File: src/rtl/mips_mem_pkg.sv
// mips_mem_pkg: store size encodings and formatted byte-lane types shared by MEM-stage store/load logic
package mips_mem_pkg;
  localparam logic [1:0] SZ_BYTE = 2'b00;
  localparam logic [1:0] SZ_HALF = 2'b01;
  localparam logic [1:0] SZ_WORD = 2'b10;
  localparam logic [1:0] SZ_RSVD = 2'b11;
  localparam int LANES = 4;
  localparam int LANE_W = 32 + LANES;
  typedef struct packed {
    logic [LANES-1:0] be;
    logic [31:0] data;
  } lane_t;
endpackage

File: src/rtl/store_lane_fmt.sv
// store_lane_fmt: maps store size/low address bits to byte enables, replicated data and a misalignment flag
module store_lane_fmt
  import mips_mem_pkg::*;
(
  input  logic [1:0]  addr_lo,
  input  logic [1:0]  size,
  input  logic [31:0] data,
  output lane_t       lane,
  output logic        misaligned
);
  always_comb begin
    misaligned = (size == SZ_RSVD) || (size == SZ_HALF && addr_lo[0]) || (size == SZ_WORD && addr_lo != 2'b00);
    lane.be = size == SZ_BYTE ? 4'b0001 << addr_lo :
              size == SZ_HALF ? (addr_lo[1] ? 4'b1100 : 4'b0011) : 4'b1111;
    lane.data = size == SZ_BYTE ? {4{data[7:0]}} :
                size == SZ_HALF ? {2{data[15:0]}} : data;
  end
endmodule

File: src/rtl/mem_store_buffer.sv
// mem_store_buffer: posted-write FIFO for MEM-stage stores with word-address load hazard detection
module mem_store_buffer
  import mips_mem_pkg::*;
#(
  parameter int DEPTH  = 4,
  parameter int ADDR_W = 32,
  parameter int DATA_W = 32
) (
  input  logic                       clk,
  input  logic                       reset,
  input  logic                       st_valid,
  output logic                       st_ready,
  input  logic [ADDR_W-1:0]          st_addr,
  input  logic [DATA_W-1:0]          st_data,
  input  logic [1:0]                 st_size,
  input  logic [ADDR_W-1:0]          ld_check_addr,
  input  logic                       ld_check_valid,
  output logic                       ld_hazard,
  output logic                       mem_wr_valid,
  input  logic                       mem_wr_ready,
  output logic [ADDR_W-1:0]          mem_wr_addr,
  output logic [DATA_W-1:0]          mem_wr_data,
  output logic [3:0]                 mem_wr_be,
  output logic                       misaligned_err,
  output logic [$clog2(DEPTH):0]     count,
  output logic                       empty
);
  localparam int PW = $clog2(DEPTH);
  localparam int CW = PW + 1;
  logic [PW-1:0] wr_ptr, rd_ptr;
  logic [DEPTH-1:0] vld;
  logic [ADDR_W-3:0] waddr_q [DEPTH];
  lane_t lane_q [DEPTH];
  lane_t fmt_lane;
  logic fmt_mis, push, pop, unused_ok;
  store_lane_fmt u_fmt (
    .addr_lo    (st_addr[1:0]),
    .size       (st_size),
    .data       (st_data),
    .lane       (fmt_lane),
    .misaligned (fmt_mis)
  );
  assign st_ready     = count != CW'(DEPTH);
  assign mem_wr_valid = count != '0;
  assign empty        = count == '0;
  assign push         = st_valid && st_ready && !fmt_mis;
  assign pop          = mem_wr_valid && mem_wr_ready;
  assign mem_wr_addr  = {waddr_q[rd_ptr], 2'b00};
  assign mem_wr_data  = lane_q[rd_ptr].data;
  assign mem_wr_be    = lane_q[rd_ptr].be;
  assign unused_ok    = ^ld_check_addr[1:0];
  // per-entry valid bits let the hazard compare skip stale slots without pointer arithmetic
  always_comb begin
    ld_hazard = 1'b0;
    for (int i = 0; i < DEPTH; i++)
      ld_hazard = ld_hazard | (ld_check_valid && vld[i] && waddr_q[i] == ld_check_addr[ADDR_W-1:2]);
  end
  always_ff @(posedge clk) begin
    if (reset) begin
      count          <= '0;
      wr_ptr         <= '0;
      rd_ptr         <= '0;
      vld            <= '0;
      misaligned_err <= 1'b0;
    end else begin
      misaligned_err <= st_valid && st_ready && fmt_mis;
      if (push) wr_ptr <= wr_ptr + 1'b1;
      if (pop) rd_ptr <= rd_ptr + 1'b1;
      count <= count + CW'(push) - CW'(pop);
      vld <= (vld & ~(pop ? {{(DEPTH-1){1'b0}}, 1'b1} << rd_ptr : '0))
           | (push ? {{(DEPTH-1){1'b0}}, 1'b1} << wr_ptr : '0);
    end
  end
  always_ff @(posedge clk) begin
    if (push) begin
      waddr_q[wr_ptr] <= st_addr[ADDR_W-1:2];
      lane_q[wr_ptr]  <= fmt_lane;
    end
  end
endmodule

File: config.mk
export PLATFORM = sky130hd
export DESIGN_NAME = mem_store_buffer
export DESIGN_NICKNAME = d
export VERILOG_FILES = /design/src/rtl/mips_mem_pkg.sv /design/src/rtl/store_lane_fmt.sv /design/src/rtl/mem_store_buffer.sv
export SDC_FILE = /design/constraint.sdc
export NUM_CORES = 1
export LEC_CHECK = 0
export BUFFER_PORTS_ARGS = -buffer_cell sky130_fd_sc_hd__buf_4
export CORE_ASPECT_RATIO = 2
export CORE_UTILIZATION = 25
export DETAILED_ROUTE_END_ITERATION = 8
export PLACE_DENSITY = 0.5
export SYNTH_ARGS = -nofsm -noshare
export SYNTH_HDL_FRONTEND = slang
export SYNTH_SLANG_ARGS = --single-unit
File: constraint.sdc
create_clock -name clk -period 4.3 [get_ports clk]
set_input_delay 0.215 -clock clk [delete_from_list [all_inputs] [get_ports clk]]
set_output_delay 0.215 -clock clk [all_outputs]
set_load 0.02 [all_outputs]
==> results of run 1 <==
-- final timing paths --
check                       end  slack (ns)  depth (start not counted)
setup / recovery      ld_hazard        1.42                          6
hold / removal    lane_q[2][19]        0.04                          2
setup reg to reg       count[2]        1.86                         12
hold reg to reg          vld[3]        0.53                          2
-- timing repair --
action	4_1_cts	5_1_grt
setup buffers	0	0
setup endpoints to repair	0	0
hold buffers	49	0
endpoints found under the hold margin	196	0
-- worst register-to-register path: cells and delay by family, from the launching register on --
family                     cells  cell delay (ns)
adders and majority gates      3             0.80
DFF                            1             0.44
and+or+nand+nor                4             0.60
xor gates and xnor gates       2             0.31
buffers and inverters          3             0.17
-- sequential cells by signal, summed over array words and instances, names as in the netlist, named ones only --
| register | cells |
|---|---|
| lane_q | 144 |
| waddr_q | 120 |
| vld | 4 |
| count | 3 |
| rd_ptr | 2 |
| wr_ptr | 2 |
| misaligned_err | 1 |
-- logic make-up (layout without fill, tap and decap cells) --
group                      Yosys count  count (layout)  synth area share (%)
AOI/OAI and AO/OA                   18              18                 0.947
xor gates and xnor gates           124             124                  9.10
adders and majority gates           11              11                  1.21
buffers and inverters               50             296                  1.99
DFF                                278             278                  68.3
muxes                               92              92                  14.7
other                                1               3                0.0312
and+or+nand+nor                     83              83                  3.74
-- power by group --
group	internal (mW)	total, mW	switching (mW)	leakage, nW
Sequential	3.13	3.29	0.157	2.51
Combinational	1.01	2.12	1.11	2.20
Clock	1.30	2.34	1.04	0.416
-- metrics by stage --
step / total power, mW / util, % / hold slack [ns]
CTS: 7.92 / 32.5 / 0.00310
floorplan: 4.58 / - / 0.287
global placement: 5.50 / 29.7 / 0.417
global route: 8.09 / 32.5 / 0.0122
finish: 7.75 / 32.5 / 0.0397
detailed placement: 5.50 / 29.7 / 0.421
-- cells in the final DEF (no fill, tap or decap), drive strengths merged, types with 8 or more instances in the layout --
cell         count
inv             10
xnor2           83
nand3            8
ha              10
buf            187
nand4           21
dlygate4sd3     49
xor2            41
edfxtp         264
clkbuf          35
nor2            14
mux2i           10
nor4            16
dfxtp           14
mux2            16
clkinv          10
o21ai            8
nand2           14
mux4            66
-- layer usage --
metal | up-vias | track usage (%)
met5 | - | 0
met1 | 3352 | 14.7
met3 | 56 | 2.66
li1 | 3012 | -
met4 | 8 | 7.13
met2 | 204 | 28.8
-- area by class of cell --
type / instances / share of cell area, %
antenna: 1 / 0.0162
clock buffer: 35 / 4.84
clock inverter: 16 / 0.793
inverter: 9 / 0.219
multi-input combinational: 330 / 23.2
sequential: 278 / 53.2
tap: 632 / 5.12
timing repair buffer: 236 / 12.7
==> results by group, run 1 <==
Run status
  • Status: completed

Synth
  • Synth Area per Inst: 18.3 um^2
  • Number of distinct library cells after synthesis: 35
  • Yosys warns: 0
  • Sequential share of the synthesized area: 68.3%
  • Area share of the leading cell type in the synthesized netlist: 66.0%
  • Top cells by area, synth: edfxtp_1, mux4_2, xnor2_1
  • Post-synth top area cell: edfxtp_1
  • #FFs+latches synth: 278
  • Synthesized area: 12,000 um^2
  • Cell with the most instances after synthesis: edfxtp_1
  • Commonest cells post-synth: edfxtp_1, xnor2_1, mux4_2
  • Fraction of registers with async set/reset: 0%
  • Post-synth EDFFs: 264
  • Synth Instances: 657
  • Main synth FF type: edfxtp_1

Worst setup path
  • CP Cell Sequence: xnor2_1 > nand4_1 > nor4_1 > nand4_1 > nand4_1 > buf_4
  • Crit path largest cell delay: 0.62 ns
  • Crit path required time: 4.09 ns
  • Crit path from: waddr_q[1][14]
  • Worst flop-to-flop path startpoint: count[1]
  • Top Family by Delay on Critical Path: simple AND/OR/NAND/NOR gates
  • Startpoint Class: register
  • Worst-path fanout max: 2
  • WS Path Type: reg2out
  • Most frequent CP cell: nand4_1
  • Worst Setup End Kind: output pin
  • Arrival @ worst endpoint: 2.66 ns
  • Slowest-stage cell, CP: xnor2_1
  • Worst path bufs/invs: 1

Routing
  • ANT nets after route: 0
  • DRC errors left: 0
  • DR WL met2: 20,300 um
  • WL met1: 12,100 um
  • Initial DRC Count: 274
  • Vias post-DR: 6,632
  • DR WL/cell: 23.3 um
  • Routed WL: 35,800 um
  • Drt pass-1 iters: 4
  • WL met3: 1770 um
  • Highest metal used: met5
  • Via density: 4.31

Clock network
  • TritonCTS clock tree: yes
  • Clock Tree Root: clkbuf_16
  • H-tree levels: 1
  • TritonCTS Buffers: 28
  • Clk slew on worst S/H paths: 0.06 ns
  • Bufs on Longest Clock Path: 3
  • Clk_lat worst skew: 0.55 ns
  • CTS sink cnt: 278
  • Cts repair resizes: 0

Timing
  • Setup TNS: 0 ns
  • RSZ-0062 raised after global routing: no
  • Worst rel slew slack: 32.9%
  • FMAX: 347 MHz
  • Final hold vios: 0
  • Final period utilization: 67.0%
  • Max Slew Vio Count: 0
  • Minimum clock period: 2.88 ns
  • Worst-Margin Slew: 1.01 ns
  • Final worst slack: 1.42 ns
  • Final setup fails: 0
  • Layout Skew: 0.0125 ns

Final layout
  • Filler Cell Count: 4,727
  • Fin area: 15,500 um^2
  • Area Overhead vs Synth: 28.6%
  • Multi-input gate area: 3590 um^2
  • Nets: 997
  • Non-filler cells, final: 1,537
  • Layout cells sized above 1: 35.6%
  • FF/Latch Area: 8220 um^2

Run
  • MaxCap Viol Count: 0

Min path
  • HP Class: in2reg
  • Min-delay src: st_data[19]

GRT
  • Largest net degree at the start of global routing: 57
  • GRT overflow: 0
  • Vias in the first global route: 7,416
  • Tot GR Track Use: 14.8%
  • Initial antenna violation count: 5
  • First-pass GRT wire length: 50,900 um

Place
  • Port Buffer Count: 174
  • Pre-CTS setup slack: 1.50 ns
  • Placed instance count: 1,436
  • Dpl hpwl: 25,800 um
  • Final Wtd Congestion: 0.816
  • DP Area: 14,100 um^2

Die
  • Die area: 49,000 um^2
  • Rows: 113
  • Core area: 47,500 um^2
  • I/O pin total: 179
  • Die Span X: 157 um
  • Initial Util: 25.3%
  • DIE HEIGHT: 312 um

Pwr
  • Leakage power: 5.13 nW
  • Maximum VDD drop: 0.000341 V
  • Pwr dens: 501 nW/um^2
No activity file was read; power rests on OpenSTA's default activity.
==> inputs of run 2 (changes only) <==
ABC_AREA = 1   (was not set)
clock period = 2.67 ns   (was 4.3 ns; I/O delays follow)
==> results by group, run 2 <==
Run status
  • Status: completed (unchanged)

Timing
  • Setup TNS: 0 ns (unchanged)
  • Final period utilization: 93.1%
  • Max Slew Vio Count: 0 (unchanged)
  • Minimum clock period: 2.48 ns
  • Worst-Margin Slew: 0.711 ns (was 1.01 ns)
  • WHS: 0.0398 ns (was 0.0397 ns)
  • Final setup fails: 0 (unchanged)
  • Worst rel slew slack: 52.1% (was 32.9%)
  • Layout Skew: 0.0183 ns (was 0.0125 ns)
  • FMAX: 402 MHz
  • RSZ-0062 raised after global routing: no (unchanged)
  • Final hold vios: 0 (unchanged)

Routing
  • Vias post-DR: 10,000 (was 6,632)
  • ANT nets after route: 0 (unchanged)
  • Routed WL: 43,000 um (was 35,800 um)
  • Via density: 4.48 (was 4.31)
  • Drt pass-1 iters: 5 (was 4)
  • DR WL/cell: 19.2 um (was 23.3 um)
  • Initial DRC Count: 521 (was 274)
  • DRC errors left: 0 (unchanged)

Die
  • Die Span X: 163 um (was 157 um)
  • Core area: 50,900 um^2 (was 47,500 um^2)
  • Rows: 117 (was 113)
  • Die area: 52,600 um^2 (was 49,000 um^2)
  • I/O pin total: 179 (unchanged)
  • DIE HEIGHT: 323 um (was 312 um)
  • Initial Util: 25.3% (about the same)

Place
  • Final Wtd Congestion: 0.913 (was 0.816)
  • Placed instance count: 2,131 (was 1,436)
  • Port Buffer Count: 174 (unchanged)
  • DP Area: 15,100 um^2 (was 14,100 um^2)
  • Dpl hpwl: 30,800 um (was 25,800 um)

Pwr
  • Logic gate share of total power: 36.5% (was 27.3%)
  • Sw power: 5.01 mW (was 2.31 mW)
  • Sequential Power Share: 37.3% (was 42.4%)
  • Total design power: 13.7 mW (was 7.75 mW)
  • Maximum VDD drop: 0.000574 V (was 0.000341 V)
  • Switch share: 36.5% (was 29.9%)
  • P_int: 8.72 mW (was 5.44 mW)
  • Leakage power: 6.60 nW (was 5.13 nW)
  • Pwr dens: 832 nW/um^2 (was 501 nW/um^2)
  • Clk pwr share: 26.2% (was 30.2%)

GRT
  • Initial antenna violation count: 6 (was 5)
  • Met3 Use GR: 2.82% (was 2.66%)
  • Largest net degree at the start of global routing: 109 (was 57)
  • Vias in the first global route: 10,100 (was 7,416)
  • First-pass GRT wire length: 61,800 um (was 50,900 um)
  • GRT overflow: 0 (unchanged)
  • Global routing's busiest layer: met2 (unchanged)
  • Grt met2 use: 31.8% (was 28.8%)
  • Tot GR Track Use: 16.2% (was 14.8%)
  • Met1 Track Usage GR: 15.7% (was 14.7%)

Clock network
  • Bufs on Longest Clock Path: 3 (unchanged)
  • # Post-CTS Setup Buffers: 0 (unchanged)
  • TritonCTS clock tree: yes (unchanged)
  • TritonCTS Buffers: 27 (was 28)
  • Cts repair resizes: 0 (unchanged)
  • Clk slew on worst S/H paths: 0.07 ns (was 0.06 ns)
  • Clock Tree Root: clkbuf_16 (unchanged)
  • Clk_lat worst skew: 0.56 ns (was 0.55 ns)
  • H-tree levels: 1 (unchanged)
  • CTS sink cnt: 278 (unchanged)

Worst setup path
  • Arrival @ worst endpoint: 2.35 ns (was 2.66 ns)
  • Worst Setup End Kind: output pin (unchanged)
  • Worst-path fanout max: 56 (was 2)
  • Startpoint Class: register (unchanged)
  • WS Path Type: reg2out (unchanged)
  • Crit path required time: 2.54 ns (was 4.09 ns)

Synth
  • Commonest cells post-synth: nand2_1, edfxtp_1, nor2_1 (was edfxtp_1, xnor2_1, mux4_2)
  • Post-synth EDFFs: 264 (unchanged)
  • Number of distinct library cells after synthesis: 32 (was 35)
  • Post-synth top area cell: edfxtp_1 (unchanged)
  • Yosys warns: 0 (unchanged)
  • Top cells by area, synth: edfxtp_1, nand2_1, o21ai_0 (was edfxtp_1, mux4_2, xnor2_1)
  • Cell with the most instances after synthesis: nand2_1 (was edfxtp_1)
  • Synth Area per Inst: 9.72 um^2 (was 18.3 um^2)
  • Main synth FF type: edfxtp_1 (unchanged)
  • Synthesized area: 12,900 um^2 (was 12,000 um^2)
  • Area share of the leading cell type in the synthesized netlist: 61.5% (was 66.0%)
  • Sequential share of the synthesized area: 63.6% (was 68.3%)
  • #FFs+latches synth: 278 (unchanged)
  • Fraction of registers with async set/reset: 0% (unchanged)
  • Synth Instances: 1,327 (was 657)

Final layout
  • Filler Cell Count: 5,291 (was 4,727)
  • Area Overhead vs Synth: 27.9% (was 28.6%)
  • Layout cells sized above 1: 16.4% (was 35.6%)
  • Most frequent cells in the layout: nand2_1, edfxtp_1, buf_4, nor2_1, o21ai_0 (was edfxtp_1, buf_4, xnor2_1, mux4_2, dlygate4sd3_1)
  • Fin area: 16,500 um^2 (was 15,500 um^2)
  • Nets: 1,677 (was 997)
  • Max reg flops: 144 (unchanged)
  • Non-filler cells, final: 2,238 (was 1,537)
  • Largest Register: lane_q (unchanged)
  • Most common cell after layout, fill and taps aside: nand2_1 (was edfxtp_1)
  • Largest registers: lane_q (144), waddr_q (120), vld (4) (unchanged)

Min path
  • HP Class: in2reg (unchanged)

Run
  • MaxCap Viol Count: 0 (unchanged)
[run 2: changes by cell type after synthesis, moves of 34 or more]
cell | previous run | this run
a21oi_1 | 0 | 70
inv_1 | 9 | 122
mux4_2 | 66 | 0
nand2_1 | 14 | 358
nor2_1 | 13 | 175
o21ai_0 | 8 | 166
o22ai_1 | 1 | 42
xnor2_1 | 82 | 11
xor2_1 | 41 | 7
[run 2: critical path, stage by stage, from the launching register on]
cell and delay [ns]:
dfxtp_4 0.36, inv_4 0.44, buf_4 0.32, o21ai_0 0.10
o22ai_1 0.29, buf_4 0.21
[run 2: layer usage]
layer  up-vias  routed length (um)
met2       307               23600
met5         -                  68
met3        82                2370
met4        10                2110
li1       4930                   -
met1      4702               14800
[run 2: through the flow]
stage | utilization, % | setup WS, ns
after floorplan | - | 0.0783
after global placement | 29.7 | 0.379
after detailed placement | 29.7 | 0.380
after CTS | 32.4 | 0.0886
after global routing | 32.4 | 0.0516
final | 32.4 | 0.185
[run 2: path summary, 6_finish.rpt]
kind                from               to  slack [ns]  cells past startpoint
min reg2reg       vld[3]           vld[3]        0.49                      2
max             register  mem_wr_data[25]        0.19                      5
min          st_data[29]    lane_q[1][29]        0.04                      3
max reg2reg     count[1]         count[2]        0.42                     11
[run 2: cells by family (layout without fill, tap and decap cells)]
group                      after synthesis  after routing  synth area share, %
and+or+nand+nor                        553            553                 16.5
AOI/OAI and AO/OA                      289            289                 11.9
DFF                                    278            278                 63.6
buffers and inverters                  177            432                 5.59
xor gates and xnor gates                18             18                 1.22
adders and majority gates               11             11                 1.13
other                                    1              3               0.0291
[run 2: what timing repair did]
item | in CTS | in global routing
hold buffers | 57 | 0
endpoints found under the setup margin | 0 | 0
endpoints found under the hold margin | 218 | 0
[run 2: power groups by stage]
stage,combinational [mW],sequential (mW),clock [mW]
after CTS,5.16,5.12,3.70
after detailed placement,5.08,5.21,0
after global placement,5.04,5.21,0
after global routing,5.46,5.14,3.85
final,5.01,5.12,3.60
after floorplan,2.69,5.21,0
[run 2: area by class of cell]
class,count,area [um^2],area share (%)
diodes,1,2.50,0.0152
clock buffers,32,694,4.21
clock inverters,17,118,0.713
inverters,127,499,3.03
multi-input cells,873,3980,24.1
flip-flops and latches,278,8210,49.8
well taps,654,818,4.96
repair buffers,256,2180,13.2
==> inputs of run 3 (changes only) <==
CAP_MARGIN = 0   (was not set)
CELL_PAD_IN_SITES_DETAIL_PLACEMENT = 1   (was not set)
CELL_PAD_IN_SITES_GLOBAL_PLACEMENT = 1   (was not set)
PLACE_DENSITY = 0.59   (was 0.5)
==> results by group, run 3 (same netlist as run 2, synthesis figures left out) <==
Timing
  • Final hold vios: 0 (unchanged)
  • Max Slew Vio Count: 0 (unchanged)
  • Final period utilization: 91.7% (was 93.1%)
  • Worst-Margin Slew: 0.761 ns (was 0.711 ns)
  • Final setup fails: 0 (unchanged)
  • Minimum clock period: 2.45 ns (was 2.48 ns)
  • Worst rel slew slack: 49.3% (was 52.1%)
  • FMAX: 408 MHz (was 402 MHz)
  • Setup TNS: 0 ns (unchanged)
  • WHS: 0.0175 ns (was 0.0398 ns)
  • Layout Skew: 0.0160 ns (was 0.0183 ns)
  • RSZ-0062 raised after global routing: no (unchanged)

GRT
  • Initial antenna violation count: 2 (was 6)
  • GRT overflow: 0 (unchanged)
  • Largest net degree at the start of global routing: 58 (was 109)
  • Tot GR Track Use: 17.3% (was 16.2%)
  • Vias in the first global route: 10,800 (was 10,100)
  • First-pass GRT wire length: 66,400 um (was 61,800 um)

Final layout
  • Area Overhead vs Synth: 29.1% (was 27.9%)
  • ANT cells: 0 (was 1)
  • Finished Core Util: 32.7% (was 32.4%)
  • Most frequent cells in the layout: nand2_1, edfxtp_1, buf_4, nor2_1, o21ai_0 (unchanged)
  • Most common cell after layout, fill and taps aside: nand2_1 (unchanged)
  • Largest Register: lane_q (unchanged)
  • Non-filler cells, final: 2,242 (was 2,238)
  • Filler Cell Count: 5,799 (was 5,291)
  • Nets: 1,681 (was 1,677)
  • Layout cells sized above 1: 16.8% (was 16.4%)
  • Max reg flops: 144 (unchanged)
  • Largest registers: lane_q (144), waddr_q (120), vld (4) (unchanged)
  • Fin area: 16,700 um^2 (was 16,500 um^2)

Die
  • Die area: 52,600 um^2 (unchanged)
  • Rows: 117 (unchanged)
  • I/O pin total: 179 (unchanged)
  • DIE HEIGHT: 323 um (unchanged)
  • Core area: 50,900 um^2 (unchanged)
  • Die Span X: 163 um (unchanged)
  • Initial Util: 25.3% (unchanged)

Worst setup path
  • Worst flop-to-flop path startpoint: count[1] (unchanged)
  • Worst Setup End Kind: output pin (unchanged)
  • WS Path Type: reg2out (unchanged)
  • Worst r2r path cells: 11 (unchanged)
  • Startpoint Class: register (unchanged)
  • Crit path required time: 2.54 ns (about the same)
  • Arrival @ worst endpoint: 2.32 ns (was 2.35 ns)
  • FF-to-FF setup slack: 0.32 ns (was 0.42 ns)
  • Worst-path fanout max: 54 (was 56)
  • Worst reg2reg endpoint: count[2] (unchanged)

Place
  • Placed instance count: 2,134 (was 2,131)
  • Final Wtd Congestion: 0.837 (was 0.913)
  • Dpl hpwl: 33,600 um (was 30,800 um)
  • Port Buffer Count: 174 (unchanged)
  • DP Area: 15,100 um^2 (about the same)

Clock network
  • Clk slew on worst S/H paths: 0.07 ns (about the same)
  • TritonCTS Buffers: 27 (unchanged)
  • # Post-CTS Setup Buffers: 0 (unchanged)
  • H-tree levels: 1 (unchanged)
  • Clock Tree Root: clkbuf_16 (unchanged)
  • Bufs on Longest Clock Path: 3 (unchanged)
  • CTS sink cnt: 278 (unchanged)
  • TritonCTS clock tree: yes (unchanged)
  • Clk_lat worst skew: 0.56 ns (about the same)

Min path
  • WHS Endpoint: lane_q[2][30] (was lane_q[1][29])
  • Worst Hold Depth: 3 (unchanged)
  • HP Class: in2reg (unchanged)
  • Min-delay src: st_data[14] (was st_data[29])

Pwr
  • Maximum VDD drop: 0.000536 V (was 0.000574 V)
  • Pwr dens: 853 nW/um^2 (was 832 nW/um^2)
  • Leakage power: 6.69 nW (was 6.60 nW)

Routing
  • DRC errors left: 0 (unchanged)
  • Initial DRC Count: 387 (was 521)
  • Drt pass-1 iters: 4 (was 5)
  • Routed WL: 45,400 um (was 43,000 um)
  • Via density: 4.52 (was 4.48)
  • ANT nets after route: 0 (unchanged)
  • DR WL/cell: 20.3 um (was 19.2 um)
  • Vias post-DR: 10,100 (was 10,000)

Run status
  • Status: completed (unchanged)

Run
  • MaxCap Viol Count: 0 (unchanged)
[run 3: final cells by class]
cell class	instances	area, um^2	share of cell area (%)
Clock buffer	28	679	4.08
Clock inverter	22	251	1.51
Inverter	127	502	3.01
Multi-Input combinational cell	873	3980	23.9
Sequential cell	278	8210	49.3
Tap cell	654	818	4.91
Timing Repair Buffer	260	2220	13.3
[run 3: worst max-delay path by stage]
stage | endpoint | slack [ns] | depth (start not counted)
after floorplan | count[2] | 0.08 | 11
after global routing | mem_wr_data[23] | 0.12 | 5
final | mem_wr_addr[12] | 0.22 | 4
after detailed placement | count[2] | 0.32 | 11
after CTS | mem_wr_data[23] | 0.05 | 5
after global placement | count[2] | 0.36 | 11
[run 3: worst max-delay path, cell delays in order (launching register included)]
cell and delay, ns:
dfxtp_4 0.37, buf_4 0.59, o21ai_0 0.20, o22ai_1 0.34, buf_4 0.22
[run 3: what timing repair did]
item                                   CTS  global route
setup endpoints to repair                0             1
resized for setup                        0             1
endpoints found under the hold margin  218             0
hold buffers                            58             0
[run 3: through the flow]
step                setup slack, ns  power (mW)
floorplan                    0.0783        7.90
global placement              0.365        10.3
detailed placement            0.315        10.3
CTS                          0.0461        14.5
global route                  0.124        14.9
finish                        0.220        14.2
[run 3: routing by layer]
layer	vias to the layer above	track usage, %	routed length (um)
li1	4935	-	-
met1	4919	16.6	15800
met2	207	35.8	26300
met3	58	2.13	1620
met4	4	7.08	1710
met5	-	0	27
[run 3: power by group]
group          switching, mW  internal, mW
Sequential             0.113          5.01
Combinational           3.28          1.78
Clock                   1.68          2.35
Total                   5.07          9.14
